## src/rtl/ras_pkg.sv

```systemverilog
// Shared types and constants for the checkpointed return-address stack.
package ras_pkg;

  typedef enum logic [1:0] {
    NOP  = 2'd0,
    PUSH = 2'd1,
    POP  = 2'd2,
    REPL = 2'd3
  } ras_op_e;

  localparam int STAT_W = 16;

  function automatic logic [STAT_W-1:0] sat_inc(input logic [STAT_W-1:0] v);
    return (v == {STAT_W{1'b1}}) ? v : v + 1'b1;
  endfunction

endpackage

```

## src/rtl/ras_ckpt_file.sv

```systemverilog
// Checkpoint queue for ras_ckpt: circular slot array with head (oldest) and tail (next free).
// Pointers carry one extra wrap bit so a full queue is distinguishable from an empty one.
module ras_ckpt_file #(
  parameter int NCKPT = 4,
  parameter int DW    = 8,
  parameter int IW    = $clog2(NCKPT)
) (
  input  logic          clk,
  input  logic          reset,
  input  logic          i_req,
  input  logic          i_commit,
  input  logic          i_restore,
  input  logic [IW-1:0] i_restore_id,
  input  logic [DW-1:0] i_data,
  output logic          o_ready,
  output logic [IW-1:0] o_id,
  output logic          o_rst_ok,
  output logic [DW-1:0] o_rst_data
);

  localparam logic [IW:0] OCC_FULL = (IW+1)'(NCKPT);

  logic [DW-1:0] r_slot [NCKPT];
  logic [IW:0]   r_head;
  logic [IW:0]   r_tail;
  logic [IW:0]   w_occ;
  logic [IW-1:0] w_off;
  logic          w_alloc;
  logic          w_take;

  assign w_occ      = r_tail - r_head;
  assign o_ready    = (w_occ != OCC_FULL);
  assign o_id       = r_tail[IW-1:0];
  // Age of the requested slot relative to the oldest; live when younger than occupancy.
  assign w_off      = i_restore_id - r_head[IW-1:0];
  assign w_alloc    = ({1'b0, w_off} < w_occ);
  assign o_rst_ok   = i_restore && w_alloc;
  assign o_rst_data = r_slot[i_restore_id];
  assign w_take     = i_req && o_ready && !o_rst_ok;

  always_ff @(posedge clk) begin
    if (reset) begin
      r_head <= '0;
      r_tail <= '0;
    end else if (o_rst_ok) begin
      r_tail <= r_head + {1'b0, w_off};
      // Rolling back to the oldest slot empties the queue, so a commit has nothing to release.
      if (i_commit && (w_off != '0))
        r_head <= r_head + 1'b1;
    end else begin
      if (w_take)
        r_tail <= r_tail + 1'b1;
      if (i_commit && (w_occ != '0))
        r_head <= r_head + 1'b1;
    end
  end

  always_ff @(posedge clk) begin
    if (!reset && w_take)
      r_slot[r_tail[IW-1:0]] <= i_data;
  end

endmodule

```

## src/rtl/ras_ckpt.sv

```systemverilog
// Return-address stack with checkpoint/restore; optional event counters under RAS_CKPT_STATS_EN.
// Without the macro the counter ports are tied to zero and no counter flops exist.
module ras_ckpt
  import ras_pkg::*;
#(
  parameter int WIDTH = 32,
  parameter int DEPTH = 16,
  parameter int NCKPT = 4
) (
  input  logic                     clk,
  input  logic                     reset,
  input  logic                     push,
  input  logic                     pop,
  input  logic [WIDTH-1:0]         din,
  output logic [WIDTH-1:0]         dout,
  output logic                     empty,
  input  logic                     ckpt_req,
  output logic                     ckpt_ready,
  output logic [$clog2(NCKPT)-1:0] ckpt_id,
  input  logic                     commit,
  input  logic                     restore,
  input  logic [$clog2(NCKPT)-1:0] restore_id,
  output logic [STAT_W-1:0]        ovf_cnt,
  output logic [STAT_W-1:0]        unf_cnt,
  output logic [STAT_W-1:0]        rst_cnt
);

  localparam int AW = $clog2(DEPTH);
  localparam int CW = AW + 1;
  localparam int SW = AW + CW + WIDTH;
  localparam logic [CW-1:0] CNT_FULL = CW'(DEPTH);

  logic [WIDTH-1:0] r_mem [DEPTH];
  logic [AW-1:0]    r_tosp;
  logic [CW-1:0]    r_cnt;

  ras_op_e          w_op;
  logic [AW-1:0]    w_tosp_nx;
  logic [CW-1:0]    w_cnt_nx;
  logic             w_wr;
  logic [WIDTH-1:0] w_top_nx;
  logic             w_rst_ok;
  logic [SW-1:0]    w_rst_data;
  logic [AW-1:0]    w_sv_tosp;
  logic [CW-1:0]    w_sv_cnt;
  logic [WIDTH-1:0] w_sv_top;

  assign empty = (r_cnt == '0);
  assign dout  = empty ? '0 : r_mem[r_tosp];

  always_comb begin
    w_op = NOP;
    case ({push, pop})
      2'b10:   w_op = PUSH;
      2'b01:   w_op = POP;
      2'b11:   w_op = REPL;
      default: w_op = NOP;
    endcase
    if (w_rst_ok)
      w_op = NOP;
    // Replacing the top of an empty stack is just a push.
    if ((w_op == REPL) && empty)
      w_op = PUSH;
  end

  always_comb begin
    w_tosp_nx = r_tosp;
    w_cnt_nx  = r_cnt;
    w_wr      = 1'b0;
    case (w_op)
      PUSH: begin
        w_tosp_nx = r_tosp + 1'b1;
        w_cnt_nx  = (r_cnt == CNT_FULL) ? r_cnt : r_cnt + 1'b1;
        w_wr      = 1'b1;
      end
      POP: begin
        if (!empty) begin
          w_tosp_nx = r_tosp - 1'b1;
          w_cnt_nx  = r_cnt - 1'b1;
        end
      end
      REPL:    w_wr = 1'b1;
      default: ;
    endcase
  end

  // Top value as it will be after this cycle's stack operation, for the checkpoint snapshot.
  assign w_top_nx = w_wr ? din : r_mem[w_tosp_nx];

  ras_ckpt_file #(
    .NCKPT (NCKPT),
    .DW    (SW)
  ) u_ckpt_file (
    .clk          (clk),
    .reset        (reset),
    .i_req        (ckpt_req),
    .i_commit     (commit),
    .i_restore    (restore),
    .i_restore_id (restore_id),
    .i_data       ({w_tosp_nx, w_cnt_nx, w_top_nx}),
    .o_ready      (ckpt_ready),
    .o_id         (ckpt_id),
    .o_rst_ok     (w_rst_ok),
    .o_rst_data   (w_rst_data)
  );

  assign {w_sv_tosp, w_sv_cnt, w_sv_top} = w_rst_data;

  always_ff @(posedge clk) begin
    if (reset) begin
      r_tosp <= '0;
      r_cnt  <= '0;
    end else if (w_rst_ok) begin
      r_tosp <= w_sv_tosp;
      r_cnt  <= w_sv_cnt;
    end else begin
      r_tosp <= w_tosp_nx;
      r_cnt  <= w_cnt_nx;
    end
  end

  always_ff @(posedge clk) begin
    if (!reset) begin
      if (w_rst_ok)
        r_mem[w_sv_tosp] <= w_sv_top;
      else if (w_wr)
        r_mem[w_tosp_nx] <= din;
    end
  end

`ifdef RAS_CKPT_STATS_EN
  logic [STAT_W-1:0] r_ovf_cnt;
  logic [STAT_W-1:0] r_unf_cnt;
  logic [STAT_W-1:0] r_rst_cnt;
  logic              w_ovf;
  logic              w_unf;

  assign w_ovf = (w_op == PUSH) && (r_cnt == CNT_FULL);
  assign w_unf = (w_op == POP) && empty;

  always_ff @(posedge clk) begin
    if (reset) begin
      r_ovf_cnt <= '0;
      r_unf_cnt <= '0;
      r_rst_cnt <= '0;
    end else begin
      if (w_ovf)    r_ovf_cnt <= sat_inc(r_ovf_cnt);
      if (w_unf)    r_unf_cnt <= sat_inc(r_unf_cnt);
      if (w_rst_ok) r_rst_cnt <= sat_inc(r_rst_cnt);
    end
  end

  assign ovf_cnt = r_ovf_cnt;
  assign unf_cnt = r_unf_cnt;
  assign rst_cnt = r_rst_cnt;
`else
  assign ovf_cnt = '0;
  assign unf_cnt = '0;
  assign rst_cnt = '0;
`endif

endmodule

```

## config.mk

```make
export PLATFORM = sky130hd
export DESIGN_NAME = ras_ckpt
export DESIGN_NICKNAME = d
export VERILOG_FILES = /design/src/rtl/ras_pkg.sv /design/src/rtl/ras_ckpt_file.sv /design/src/rtl/ras_ckpt.sv
export SDC_FILE = /design/constraint.sdc
export NUM_CORES = 1
export LEC_CHECK = 0
export ABC_AREA = 1
export CELL_PAD_IN_SITES_DETAIL_PLACEMENT = 0
export CELL_PAD_IN_SITES_GLOBAL_PLACEMENT = 1
export CORE_MARGIN = 3
export CORE_UTILIZATION = 45
export CTS_BUF_LIST = sky130_fd_sc_hd__clkbuf_2 sky130_fd_sc_hd__clkbuf_4 sky130_fd_sc_hd__clkbuf_8
export CTS_CLUSTER_SIZE = 12
export DETAILED_ROUTE_END_ITERATION = 6
export PLACE_DENSITY_LB_ADDON = 0.1
export SLEW_MARGIN = 20
export SYNTH_ARGS = -nofsm -noshare
export SYNTH_HDL_FRONTEND = slang
export SYNTH_SLANG_ARGS = --single-unit
```

## constraint.sdc

```tcl
create_clock -name clk -period 8.4 [get_ports clk]
set_input_delay 1.26 -clock clk [delete_from_list [all_inputs] [get_ports clk]]
set_output_delay 1.26 -clock clk [all_outputs]
set_load 0.01 [all_outputs]
```

==> summary.txt <==
Run status
  • Status: finished clean

Clocking
  • Root Buffer: clkbuf_8
  • Postcts setup bufs: 0
  • Clk_lat worst skew: 740 ps
  • CTS sink cnt: 691
  • PostCTS Resize Cnt: 0
  • CTS tree: yes
  • Max Root-Sink Buffers: 3
  • H-tree Lvls: 3
  • CTS Buf Count: 118
  • Cts hold-fix bufs: 0
  • Clk slew on worst S/H paths: 60 ps

Yosys
  • Sequential-to-total area share from yosys stat: 58.1%
  • Synth Instances: 3754
  • Number of flops mapped to enable cells by yosys: 676
  • Yosys cell types: 40
  • Yosys warnings: 0
  • Ys async rst share: 0%
  • Synth Area per Inst: 9.44 sq um
  • Post-synth top flop: edfxtp_1
  • #FFs+latches synth: 691
  • Mapped Area: 35400 sq um

GRT
  • Antenna violations before repair: 2
  • Global route overflow: 0
  • GR Util All Layers: 30.1%
  • First-pass GRT wire length: 183 mm
  • Vias in the first global route: 27300
  • Largest net degree at the start of global routing: 169

Die
  • Core box area: 77700 sq um
  • Core Rows: 102
  • Die span in x: 287 um
  • Initial Utilization: 45.6%
  • Die Ht: 287 um
  • Full die area: 82200 sq um
  • I/O pin total: 125

STA
  • Pins Over Slew Limit: 0
  • Worst setup margin: 1810 ps
  • Final hold violations: 0
  • Final setup fails: 0
  • RSZ-0062 raised after global routing: no
  • Final period utilization: 78.5%
  • Fmax: 152 MHz
  • Worst Skew: 31.4 ps
  • Relative slew slack: 22.6%
  • Final min period: 6590 ps
  • Post-route setup TNS: 0 ps
  • Worst-margin pin slew: 1160 ps

Setup path
  • WP data arrival: 7160 ps
  • Total stage count of the critical path: 24
  • CP Capture Type: register
  • Slowest Stage Delay on Critical Path: 910 ps
  • Buf/Inv on CP: 6
  • Crit-path leading delay family: buffers and inverters
  • CP Data Required Time: 8960 ps
  • Cells on worst reg2reg path: 24
  • Crit path max-delay cell type: buf_4
  • R2R setup slack: 2000 ps
  • Critical path launch point type: primary input
  • Worst Path Max Fanout: 68
  • Worst path cell trace: buf_2 -> inv_2 -> ha_1 -> inv_1 -> fa_1 -> ha_1 -> o21ai_0 -> nand2_1 -> nand2_1 -> nand2_2 -> o211ai_1 -> ha_1 -> inv_1 -> nand2_2 -> nand2_1 -> nand2_4 -> buf_4 -> buf_4 -> nand3_1 -> nand3_1 -> nand3_1 -> nand2_1 -> nand2_1 -> nand2_1
  • Most frequent cell on the critical path: nand2_1
  • WS Path Type: primary input to register

Placement
  • RePlAce Congestion: 0.850
  • DP HPWL: 68.3 mm
  • Dpl ws: 1180 ps
  • Port bufs: 76

Power and ir drop
  • P_leak: 14.9 nW
  • PwrDens: 390 nW/um^2
  • Peak supply drop: 0.000447 V
  • Total power: 15.3 mW

Drt
  • First DRT Iteration DRCs: 3425
  • Via count: 29000
  • DRC viols: 0
  • WL/cell: 25.8 um
  • ANT nets after route: 0
  • Via density: 5.94
  • Iteration count of the initial detailed-routing pass: 6
  • Final WL: 126 mm

Layout
  • NumNets Final: 3810
  • Filler cell count: 7115
  • Layout cell share with drive strength beyond 1: 9.03%
  • Layout area overhead: 10.9%

Job
  • Max_cap viols: 0

Min path
  • Worst hold path depth: 2
  • Worst Hold Class: register to register
-- placed cells by master, fill, tap and decap left out, types with 11 or more instances in the layout --
cell / n
nor2_1: 124
clkinv_2: 21
buf_4: 84
clkbuf_8: 121
dfxtp_1: 11
edfxtp_1: 676
nand2_1: 579
inv_1: 400
nand3_1: 584
a32o_1: 24
clkbuf_4: 32
a21oi_1: 341
o21ai_0: 320
clkdlybuf4s50_1: 74
conb_1: 48
a211oi_1: 32
nor3_1: 33
nand3b_1: 145
o22ai_1: 33
clkinv_1: 29
nor2_4: 21
ha_1: 14
-- state kept, by name (all words and copies together), names as in the netlist --
| signal | cells |
|---|---|
| u_ckpt_file.r_tail | 3 |
| r_cnt | 5 |
| r_mem | 512 |
| u_ckpt_file.r_head | 3 |
| r_tosp | 4 |
| u_ckpt_file.r_slot | 164 |
-- per-layer routing --
metal  track usage [%]  part of all wire (%)  up-vias
met3              5.36                   9.8      259
met1              42.7                    42    14100
li1                  -                     -    13000
met2              46.6                    45     1649
met4              11.0                   3.3        0
met5                 0                     0        -
-- cell usage after synthesis (2+ instances only) --
| cell | number | area share, % |
|---|---|---|
| o21ai_0 | 328 | 4.6 |
| buf_6 | 11 | 0.35 |
| fa_1 | 3 | 0.17 |
| nand4_1 | 7 | 0.12 |
| nand2_1 | 580 | 6.1 |
| buf_2 | 107 | 1.5 |
| buf_1 | 21 | 0.22 |
| inv_2 | 8 | 0.085 |
| a21oi_1 | 341 | 4.8 |
| dfxtp_1 | 15 | 0.85 |
| a211oi_1 | 32 | 0.68 |
| o21ai_2 | 4 | 0.099 |
| clkbuf_1 | 136 | 1.4 |
| a32oi_1 | 2 | 0.049 |
| clkinv_1 | 2 | 0.021 |
| nand3_1 | 584 | 8.2 |
| nand3b_1 | 145 | 3.1 |
| inv_1 | 404 | 4.3 |
| xnor2_1 | 7 | 0.17 |
| a31oi_1 | 9 | 0.16 |
| nand2_2 | 8 | 0.14 |
| a32o_1 | 24 | 0.68 |
| nor2_1 | 144 | 1.5 |
| nand3_2 | 4 | 0.11 |
| nand2_4 | 3 | 0.095 |
| nor3_1 | 33 | 0.47 |
| buf_4 | 59 | 1.2 |
| o22ai_1 | 33 | 0.58 |
| edfxtp_1 | 676 | 57 |
| ha_1 | 14 | 0.49 |
-- path summary, 6_finish.rpt --
| check | startpoint | end |
|---|---|---|
| setup reg to reg | u_ckpt_file.r_tail[0]$_SDFFE_PP0P_ | u_ckpt_file.r_slot[2][22]$_DFFE_PP_ |
| hold reg to reg | u_ckpt_file.r_tail[2]$_SDFFE_PP0P_ | u_ckpt_file.r_tail[2]$_SDFFE_PP0P_ |
| setup / recovery | restore_id[0] | u_ckpt_file.r_slot[2][22]$_DFFE_PP_ |
| hold / removal | u_ckpt_file.r_tail[2]$_SDFFE_PP0P_ | u_ckpt_file.r_tail[2]$_SDFFE_PP0P_ |
-- through the flow --
step | util [%] | instances | hold WS (ps) | area [sq um]
finish | 50.6 | 4886 | 527 | 39300
global route | 50.6 | 4885 | 546 | 39300
CTS | 50.5 | 4883 | 520 | 39300
detailed placement | 47.5 | 4671 | 510 | 37000
global placement | 47.5 | 4671 | 491 | 36900
floorplan | - | 3801 | 474 | 35600
-- power by group --
| part | switching, mW | total [mW] | internal (mW) |
|---|---|---|---|
| clock | 1.39 | 3.01 | 1.63 |
| combinational | 5.54 | 7.60 | 2.06 |
| sequential | 0.140 | 4.70 | 4.56 |
-- worst min-delay path, stage by stage, from the launching register on --
cell	delay, ps
dfxtp_1	350
nand2_1	80
a21oi_1	50
-- cells by family after synthesis --
logic type      after synthesis  synth area share (%)
fa+ha+maj                    17                 0.664
compound gates              778                  11.8
other cells                   1                0.0106
flops                       691                  58.1
buf+inv                     748                  9.16
xor+xnor                      8                 0.198
simple gates               1511                  20.0
-- final cells by class --
class	count	area (sq um)	area share (%)
clock inverter	59	400	1.02
timing repair buffer	165	1480	3.77
antenna	2	5.00	0.0127
multi-input combinational	2362	12000	30.6
inverter	414	1560	3.98
sequential	691	20600	52.4
tap	1040	1300	3.31
clock buffer	153	1910	4.85
Note: power is estimated with default switching activity, not from simulation.
